## src/rtl/rename_map.sv

```systemverilog
// Two-wide register rename stage: allocates destination pregs from the freelist,
// looks up sources in the speculative map, and keeps one map checkpoint per branch tag.
module rename_map #(
    parameter int NUM_AREGS              = 16,
    parameter int NUM_PREGS              = 64,
    parameter int MAX_PREDICT_DEPTH      = 4,
    parameter int MAX_PREDICT_DEPTH_BITS = 3,
    localparam int AB = $clog2(NUM_AREGS),
    localparam int PB = $clog2(NUM_PREGS),
    localparam int TB = MAX_PREDICT_DEPTH_BITS,
    localparam int CB = (MAX_PREDICT_DEPTH > 1) ? $clog2(MAX_PREDICT_DEPTH) : 1
) (
    input  logic              clk,
    input  logic              reset,
    input  logic              in_valid,
    output logic              in_ready,
    input  logic [1:0]        in_count,
    input  logic [2*AB-1:0]   in_srca,
    input  logic [2*AB-1:0]   in_srcb,
    input  logic [2*AB-1:0]   in_dst,
    input  logic [1:0]        in_has_dst,
    input  logic [2*TB-1:0]   in_spec_tag,
    input  logic              in_ckpt_valid,
    input  logic [TB-1:0]     in_ckpt_tag,
    output logic [1:0]        fl_num_pull,
    output logic [TB-1:0]     fl_branch_tag_1,
    output logic [TB-1:0]     fl_branch_tag_2,
    input  logic [PB-1:0]     fl_preg1,
    input  logic [PB-1:0]     fl_preg2,
    input  logic [PB:0]       fl_num_free,
    input  logic              branch_shootdown,
    input  logic [TB-1:0]     shootdown_branch_tag,
    output logic              out_valid,
    input  logic              out_ready,
    output logic [1:0]        out_count,
    output logic [2*PB-1:0]   out_psrca,
    output logic [2*PB-1:0]   out_psrcb,
    output logic [1:0]        out_srca_mapped,
    output logic [1:0]        out_srcb_mapped,
    output logic [2*PB-1:0]   out_pdst,
    output logic [2*PB-1:0]   out_old_pdst,
    output logic [1:0]        out_old_mapped,
    output logic [1:0]        out_has_dst
);

    typedef struct packed {
        logic          mapped;
        logic [PB-1:0] preg;
    } map_entry_t;

    map_entry_t map_q  [NUM_AREGS];
    map_entry_t map_d  [NUM_AREGS];
    map_entry_t ckpt_q [MAX_PREDICT_DEPTH][NUM_AREGS];
    map_entry_t ckpt_d [MAX_PREDICT_DEPTH][NUM_AREGS];

    logic            s1_valid_q, s1_valid_d;
    logic [1:0]      s1_count_q, s1_count_d;
    logic [2*AB-1:0] s1_srca_q, s1_srca_d;
    logic [2*AB-1:0] s1_srcb_q, s1_srcb_d;
    logic [2*AB-1:0] s1_dst_q, s1_dst_d;
    logic [1:0]      s1_has_dst_q, s1_has_dst_d;
    logic            s1_ckpt_valid_q, s1_ckpt_valid_d;
    logic [TB-1:0]   s1_ckpt_tag_q, s1_ckpt_tag_d;

    logic [1:0]    in_dst_live;
    logic [1:0]    need;
    logic          fire;
    logic          accept;
    logic [PB-1:0] pdst0, pdst1;
    map_entry_t    srca0_e, srca1_e, srcb0_e, srcb1_e, old0_e, old1_e;
    logic [AB-1:0] dst0, dst1;
    logic          sd_tag_ok, ck_tag_ok;
    logic [CB-1:0] sd_idx, ck_idx;

    // Stage 0: a slot needs a preg only if it is inside the group and writes a register.
    always_comb begin
        in_dst_live[0]  = (in_count != 2'd0) && in_has_dst[0];
        in_dst_live[1]  = (in_count == 2'd2) && in_has_dst[1];
        need            = {1'b0, in_dst_live[0]} + {1'b0, in_dst_live[1]};
        fire            = s1_valid_q && out_ready;
        in_ready        = !reset && !branch_shootdown && (!s1_valid_q || fire)
                          && (fl_num_free >= (PB+1)'(need));
        accept          = in_valid && in_ready;
        fl_num_pull     = accept ? need : 2'd0;
        fl_branch_tag_1 = '0;
        fl_branch_tag_2 = '0;
        if (accept) begin
            if (in_dst_live[0]) begin
                fl_branch_tag_1 = in_spec_tag[0 +: TB];
                if (in_dst_live[1]) fl_branch_tag_2 = in_spec_tag[TB +: TB];
            end else if (in_dst_live[1]) begin
                fl_branch_tag_1 = in_spec_tag[TB +: TB];
            end
        end
    end

    // Stage 1: slot 1 sees slot 0's fresh destination before the map is written.
    always_comb begin
        dst0    = s1_dst_q[0 +: AB];
        dst1    = s1_dst_q[AB +: AB];
        pdst0   = fl_preg1;
        pdst1   = s1_has_dst_q[0] ? fl_preg2 : fl_preg1;
        srca0_e = map_q[s1_srca_q[0 +: AB]];
        srcb0_e = map_q[s1_srcb_q[0 +: AB]];
        srca1_e = map_q[s1_srca_q[AB +: AB]];
        srcb1_e = map_q[s1_srcb_q[AB +: AB]];
        old0_e  = map_q[dst0];
        old1_e  = map_q[dst1];
        if (s1_has_dst_q[0] && s1_srca_q[AB +: AB] == dst0) srca1_e = '{mapped: 1'b1, preg: pdst0};
        if (s1_has_dst_q[0] && s1_srcb_q[AB +: AB] == dst0) srcb1_e = '{mapped: 1'b1, preg: pdst0};
        if (s1_has_dst_q[0] && dst1 == dst0)                old1_e  = '{mapped: 1'b1, preg: pdst0};
    end

    always_comb begin
        out_valid       = s1_valid_q;
        out_count       = '0;
        out_psrca       = '0;
        out_psrcb       = '0;
        out_srca_mapped = '0;
        out_srcb_mapped = '0;
        out_pdst        = '0;
        out_old_pdst    = '0;
        out_old_mapped  = '0;
        out_has_dst     = '0;
        if (s1_valid_q) begin
            out_count          = s1_count_q;
            out_psrca[0 +: PB] = srca0_e.preg;
            out_psrcb[0 +: PB] = srcb0_e.preg;
            out_srca_mapped[0] = srca0_e.mapped;
            out_srcb_mapped[0] = srcb0_e.mapped;
            out_has_dst[0]     = s1_has_dst_q[0];
            if (s1_has_dst_q[0]) begin
                out_pdst[0 +: PB]     = pdst0;
                out_old_pdst[0 +: PB] = old0_e.preg;
                out_old_mapped[0]     = old0_e.mapped;
            end
            if (s1_count_q == 2'd2) begin
                out_psrca[PB +: PB] = srca1_e.preg;
                out_psrcb[PB +: PB] = srcb1_e.preg;
                out_srca_mapped[1]  = srca1_e.mapped;
                out_srcb_mapped[1]  = srcb1_e.mapped;
                out_has_dst[1]      = s1_has_dst_q[1];
                if (s1_has_dst_q[1]) begin
                    out_pdst[PB +: PB]     = pdst1;
                    out_old_pdst[PB +: PB] = old1_e.preg;
                    out_old_mapped[1]      = old1_e.mapped;
                end
            end
        end
    end

    // Shootdown overrides any commit of the squashed group, including its checkpoint write.
    always_comb begin
        sd_tag_ok = (shootdown_branch_tag != '0) && (shootdown_branch_tag <= TB'(MAX_PREDICT_DEPTH));
        ck_tag_ok = (s1_ckpt_tag_q != '0) && (s1_ckpt_tag_q <= TB'(MAX_PREDICT_DEPTH));
        sd_idx    = CB'(shootdown_branch_tag - TB'(1));
        ck_idx    = CB'(s1_ckpt_tag_q - TB'(1));
        map_d     = map_q;
        ckpt_d    = ckpt_q;
        if (branch_shootdown) begin
            if (sd_tag_ok) map_d = ckpt_q[sd_idx];
        end else if (fire) begin
            if (s1_has_dst_q[0]) map_d[dst0] = '{mapped: 1'b1, preg: pdst0};
            if (s1_has_dst_q[1]) map_d[dst1] = '{mapped: 1'b1, preg: pdst1};
            if (s1_ckpt_valid_q && ck_tag_ok) ckpt_d[ck_idx] = map_d;
        end
    end

    always_comb begin
        s1_valid_d      = s1_valid_q;
        s1_count_d      = s1_count_q;
        s1_srca_d       = s1_srca_q;
        s1_srcb_d       = s1_srcb_q;
        s1_dst_d        = s1_dst_q;
        s1_has_dst_d    = s1_has_dst_q;
        s1_ckpt_valid_d = s1_ckpt_valid_q;
        s1_ckpt_tag_d   = s1_ckpt_tag_q;
        if (branch_shootdown) begin
            s1_valid_d = 1'b0;
        end else if (accept) begin
            s1_valid_d      = 1'b1;
            s1_count_d      = in_count;
            s1_srca_d       = in_srca;
            s1_srcb_d       = in_srcb;
            s1_dst_d        = in_dst;
            s1_has_dst_d    = in_dst_live;
            s1_ckpt_valid_d = in_ckpt_valid;
            s1_ckpt_tag_d   = in_ckpt_tag;
        end else if (fire) begin
            s1_valid_d = 1'b0;
        end
    end

    always_ff @(posedge clk) begin
        if (reset) begin
            s1_valid_q      <= 1'b0;
            s1_count_q      <= '0;
            s1_srca_q       <= '0;
            s1_srcb_q       <= '0;
            s1_dst_q        <= '0;
            s1_has_dst_q    <= '0;
            s1_ckpt_valid_q <= 1'b0;
            s1_ckpt_tag_q   <= '0;
            for (int a = 0; a < NUM_AREGS; a++) begin
                map_q[a] <= '0;
                for (int c = 0; c < MAX_PREDICT_DEPTH; c++) ckpt_q[c][a] <= '0;
            end
        end else begin
            s1_valid_q      <= s1_valid_d;
            s1_count_q      <= s1_count_d;
            s1_srca_q       <= s1_srca_d;
            s1_srcb_q       <= s1_srcb_d;
            s1_dst_q        <= s1_dst_d;
            s1_has_dst_q    <= s1_has_dst_d;
            s1_ckpt_valid_q <= s1_ckpt_valid_d;
            s1_ckpt_tag_q   <= s1_ckpt_tag_d;
            map_q           <= map_d;
            ckpt_q          <= ckpt_d;
        end
    end

endmodule

```

## config.mk

```make
export PLATFORM = sky130hd
export DESIGN_NAME = rename_map
export DESIGN_NICKNAME = d
export VERILOG_FILES = /design/src/rtl/rename_map.sv
export SDC_FILE = /design/constraint.sdc
export NUM_CORES = 2
export LEC_CHECK = 0
export CORE_MARGIN = 2
export CORE_UTILIZATION = 30
export CTS_BUF_LIST = sky130_fd_sc_hd__clkbuf_2
export DETAILED_ROUTE_END_ITERATION = 8
export DONT_BUFFER_PORTS = 1
export MAX_ROUTING_LAYER = met4
export PLACE_DENSITY = 0.53
export SLEW_MARGIN = 20
export SYNTH_ARGS = -nofsm -noshare
export SYNTH_HDL_FRONTEND = slang
export SYNTH_SLANG_ARGS = --single-unit
```

## constraint.sdc

```tcl
create_clock -name clk -period 10.2 [get_ports clk]
set_input_delay 2.04 -clock clk [delete_from_list [all_inputs] [get_ports clk]]
set_output_delay 2.04 -clock clk [all_outputs]
set_load 0.1 [all_outputs]
```

Yosys cells after proc, flatten, opt, wreduce, memory -nomap -nowiden
Cells that the tools add are included.

storage, ports and cells
  flip-flop bits (word level) = 593
  bits of input ports = 65
  output and inout port bits = 68
  logic and storage cells = 303

operators by class
  add/subtract/negate cells = 3
  magnitude comparators = 14
  equal/unequal tests = 6
  multiplexer cells = 74
  bitwise logic cells = 9
  reduce and logical (&&, ||, !) cells = 29

operators with widths
  operator            count
  $mux 112            12
  $bwmux 448          1
  $bmux 112 s2        1
  $bwmux 112          2
  $demux 112 s2       1
  $bmux 7 s4          6
  $mux 7              17
  $demux 7 s4         2
  $mux 6              9
  $mux 12             4
  $ge 5x5->1 const B  6
  $not 4->5           6
  $logic_and 1x1->1   16
  $mux 3              5
  $eq 4x4->1          3
  $mux 2              6
  $lt 5x1->1 const B  2
  $mux 1              8
  $ge 7x2->1          1
  $ge 3x3->1 const B  2
  $le 3x3->1 const B  2
  $not 2->3           2
  $reduce_bool 2->1   3
  $reduce_bool 3->1   2
  other kinds (11)    16

Longest topological paths before layout
  depth after elaboration = 15
  mapped depth = 11
  depth with buffers taken out = 8

Worst setup path after synthesis
Ideal clock, no wire load.

  path kind = input -> output
  start = in in_count[1]
  end = out fl_num_pull[0]
  data arrival time = 5542 ps
  required time = 8160 ps
  setup slack = 2618 ps
  stages on the path = 8
  buffers on the path = 0
  path through = o21ai_0 inv_1 ha_1 ha_1 or2b_2 a2111oi_4 nor2_1 and3_1

on the way
  longest elaborated chain between the ends = 7
  elaborated cells between the ends (all ways) = 9
  classes of those cells = 1 x add/sub; 1 x order compare; 1 x eq/ne; 1 x mux; 5 x reduce/logical

RTL lines
  what                      RTL line  text
  from (decl)               17        input logic [1:0] in_count,
  $reduce_bool 2->1         77        in_dst_live[0] = (in_count != 2'd0) && in_has_dst[0];
  $logic_and 1x1->1         77
  named net in_dst_live[0]  65        logic [1:0] in_dst_live;
  $add 1x1->2               79        need = {1'b0, in_dst_live[0]} + {1'b0, in_dst_live[1]};
  $ge 7x2->1                82        && (fl_num_free >= (PB+1)'(need));
  $logic_and 1x1->1         82
  named net in_ready        16        output logic in_ready,
  $logic_and 1x1->1         83        accept = in_valid && in_ready;
  $mux 2                    84        fl_num_pull = accept ? need : 2'd0;
  to (decl)                 25        output logic [1:0] fl_num_pull,

The timed path passes the listed nets, and every way through them passes these cells.

Worst setup path after layout
  start = in in_count[1]
  end = out fl_branch_tag_1[0]

on the way
  longest elaborated chain between the ends = 7
  elaborated cells between the ends (all ways) = 11
  classes of those cells = 1 x add/sub; 1 x order compare; 1 x eq/ne; 3 x mux; 5 x reduce/logical

RTL lines
  what                      RTL line  text
  $reduce_bool 2->1 *       77
  $logic_and 1x1->1 *       77
  named net in_dst_live[0]  65
  $add 1x1->2               79
  $ge 7x2->1                82
  $logic_and 1x1->1         82
  $logic_and 1x1->1         83
  $mux 3 *                  87        if (accept) begin
  to (decl)                 26        output logic [TB-1:0] fl_branch_tag_1,

Mark *: on every way through the listed nets, which the timed path passes. The rest lies on a longest branch.

==> results by group <==
Power and ir drop
  • Worst IR drop on VDD: 0.0789 mV
  • Power Dens Cells: 128 nW/um^2
  • Leakage power: 11.3 nW

Route
  • Detail Route met2 WL: 65.6 mm
  • DR WL met3: 15.5 mm
  • Drt via density: 6.38
  • Max Used Layer: met4
  • Post-route DRC: 0
  • Antenna Nets Post-Route: 0
  • Pre-antenna DRT Iters: 6
  • WL final: 148 mm
  • Vias: 33500
  • M1 wire length: 60.6 mm
  • WL per Instance: 28.1 um
  • Initial DRC count: 4194

GRT
  • Largest net degree at the start of global routing: 593
  • First-pass GRT wire length: 214 mm
  • Total gr overflow: 0
  • GR Util All Layers: 24.2%
  • Vias in the first global route: 31700
  • Initial antenna violation count: 7

Setup path
  • Crit start category: input pin
  • Critical Path Most Common Cell: ha_1
  • Worst setup EP type: output pin
  • Crit Reg-Reg Startpoint: out_valid$_SDFFE_PP0P_
  • Critical path class: in2out
  • Arr. time, crit path: 5.65 ns
  • Critical path peak fanout: 33
  • Top Family by Delay on Critical Path: compound AO/OA/AOI/OAI gates
  • CP Cell Sequence: o21ai_0, inv_1, ha_1, ha_1, or2b_2, a2111o_1, nand3_1, a21oi_2
  • Worst path required time: 8.16 ns
  • Slowest cell on crit path: a21oi_2
  • Slowest stage delay, CP: 0.99 ns
  • Crit path launch: in_count[1]
  • Worst Path Buf+Inv: 1

Clock network
  • Hold-fix buffers, CTS: 0
  • Post-CTS sizing: 0
  • CTS Buf Count: 169
  • CTS Sinks: 593
  • Clock latency at the later pin of the worst-skew pair: 1.51 ns
  • Setup Buffers After CTS: 0
  • CTS tree: done
  • CTS Buffer Depth: 3
  • Root buffer cell: clkbuf_2
  • Clock slew at reported path FFs: 0.07 ns
  • H-tree depth: 4

Outcome
  • Status: complete, but fails checks
  • Failing checks: max-slew violations

Synthesis
  • Synthesized instance count: 3777
  • Post-synthesis compound-gate area fraction: 28.0%
  • Synth Area in Simple Gates: 12.7%
  • Largest family of logic cells by synthesized area: compound AO/OA/AOI/OAI gates
  • Syn Nets: 3846
  • YS warnings: 0
  • Mapped cell area: 35500 sq um
  • Async SR Flop Fraction: 0%
  • Sequential area share after synthesis: 33.4%
  • Multiplexer area fraction after synthesis: 19.3%
  • FF+latch count, synth: 593
  • Post-synth EDFFs: 0
  • XOR/XNOR Fraction of Synth Area: 0.321%
  • Most used DFF post-synth: dfxtp_1
  • Synth Area per Inst: 9.40 sq um
  • Adder-cell share of the synthesized area: 0.141%
  • Synth unique cells: 62

STA
  • Max Freq: 130 MHz
  • Rel. slew slack: -53.8%
  • Final period util: 75.3%
  • Actual slew at the worst max-slew pin: 2.31 ns
  • Pins Over Slew Limit: 236
  • RSZ-0062 raised after global routing: false
  • Setup ws final: 2.51 ns
  • Final Hold Fails: 0
  • Worst Clk Skew: 0.103 ns
  • Post-Route Setup TNS: 0 ns
  • Post-layout min period: 7.69 ns
  • Final setup viols: 0

Die
  • Die Y: 348 um
  • Die ar.: 121000 sq um
  • Die Wd: 348 um
  • Core area: 118000 sq um
  • Initial Util: 30.2%
  • Row cnt: 126
  • Ports: 133

Cells and area
  • Area grow syn2layout: 6.51%
  • Share of layout cells above drive strength 1: 20.4%
  • Fillers: 12300
  • NumNets Final: 3637

Place
  • Gpl congestion: 0.938
  • Detail Placement HPWL: 84.3 mm
  • Pre-CTS setup slack: 2.66 ns
  • # port buffers: 0

Min path
  • Hold Startpoint: ckpt_q[248]$_SDFFE_PP0P_
  • Hold Path Class: reg2reg

Flow run
  • Max Cap Viol: 0
## flip-flops by register name (all words and copies together), names as in the netlist
name and cells:
s1_count_q 2, s1_has_dst_q 2, s1_srcb_q 8, s1_dst_q 8
ckpt_q 448, map_q 112, s1_ckpt_valid_q 1, s1_ckpt_tag_q 3
out_valid 1, s1_srca_q 8
## cell usage after synthesis (12+ instances only)
cell      count  share of area, %
mux4_2      300                19
and2_1       49              0.86
a21boi_1     12              0.25
o311ai_1     52               1.3
o31ai_1      37              0.78
buf_1        39              0.41
nor2_1      206               2.2
nand4_1      32              0.56
o311ai_0    428                11
a21boi_0     85               1.8
nand2_1     436               4.6
clkbuf_1    273               2.9
dfxtp_1     593                33
a21oi_2      27              0.67
buf_4        20              0.42
a22o_1       24              0.59
a211oi_1    165               3.5
buf_2       101               1.4
and3_1      105               1.8
a21oi_1     513               7.2
nand3_1     104               1.5
a22oi_1      29              0.61
## where the power goes
part / total, W / switching, W / leakage (nW) / internal (W)
combinational: 0.000523 / 0.000305 / 5.33 / 0.000218
clock: 0.00185 / 0.00113 / 1.17 / 0.000714
sequential: 0.00247 / 0.000117 / 4.80 / 0.00235
## cells in the final DEF (no fill, tap or decap), types with 8 or more instances in the layout
master	n
a211oi_1	165
a21boi_0	85
a21boi_1	12
a21oi_1	510
a21oi_2	29
a22o_1	24
a22oi_1	29
a311o_1	9
and2_1	47
and3_1	104
buf_4	80
clkbuf_2	250
clkinv_1	37
dfxtp_1	583
dfxtp_2	8
diode_2	13
inv_1	9
mux4_2	300
nand2_1	435
nand3_1	104
nand4_1	32
nor2_1	186
nor2_2	18
nor3_1	8
o311ai_0	428
o311ai_1	52
o31ai_1	37
xor2_1	10
## kinds of logic (layout without fill, tap and decap cells)
group,after synthesis,count (layout)
compound gates,1400,1400
xor+xnor,13,13
fa+ha+maj,4,4
buf+inv,470,395
flops,593,593
mux,311,311
other cells,0,13
simple gates,986,986
## per-stage QoR
step | instances | total power (W) | cell area [sq um] | utilization, % | hold slack, ns
after global routing | 5248 | 0.00502 | 37800 | 32.1 | 0.472
after CTS | 5238 | 0.00486 | 37800 | 32.1 | 0.457
final | 5251 | 0.00484 | 37800 | 32.1 | 0.454
after global placement | 4933 | 0.00302 | 36200 | 30.8 | 0.440
after detailed placement | 4933 | 0.00302 | 36200 | 30.8 | 0.444
after floorplan | 3777 | 0.00288 | 35500 | - | 0.429
## final cells by class
cell class / instances / area, sq um / share of cell area [%]
Antenna cell: 13 / 32.5 / 0.0860
Tap cell: 1536 / 1920 / 5.08
Clock inverter: 55 / 307 / 0.810
Multi-Input combinational cell: 2714 / 21800 / 57.6
Timing Repair Buffer: 80 / 601 / 1.59
Sequential cell: 593 / 11900 / 31.4
Inverter: 10 / 40.0 / 0.106
Clock buffer: 250 / 1250 / 3.31
## tightest hold or removal path: cells and delay by family (launching register included)
kind / cells / cell delay, ns
AOI/OAI and AO/OA: 1 / 0.05
DFF: 1 / 0.31
and+or+nand+nor: 1 / 0.05
## routing by layer
layer | GRT usage (%) | up-vias
met4 | 9.83 | 0
li1 | - | 14700
met1 | 31.4 | 16400
met5 | - | -
met2 | 36.1 | 1973
met3 | 5.86 | 389
## final timing paths
| check | slack (ns) | cells after the start | endpoint |
|---|---|---|---|
| setup / recovery | 2.51 | 8 | fl_branch_tag_1[0] |
| hold / removal | 0.45 | 2 | ckpt_q[248]$_SDFFE_PP0P_ |
| setup reg to reg | 5.90 | 7 | ckpt_q[341]$_SDFFE_PP0P_ |
| hold reg to reg | 0.45 | 2 | ckpt_q[248]$_SDFFE_PP0P_ |
No activity file was read; power rests on OpenSTA's default activity.
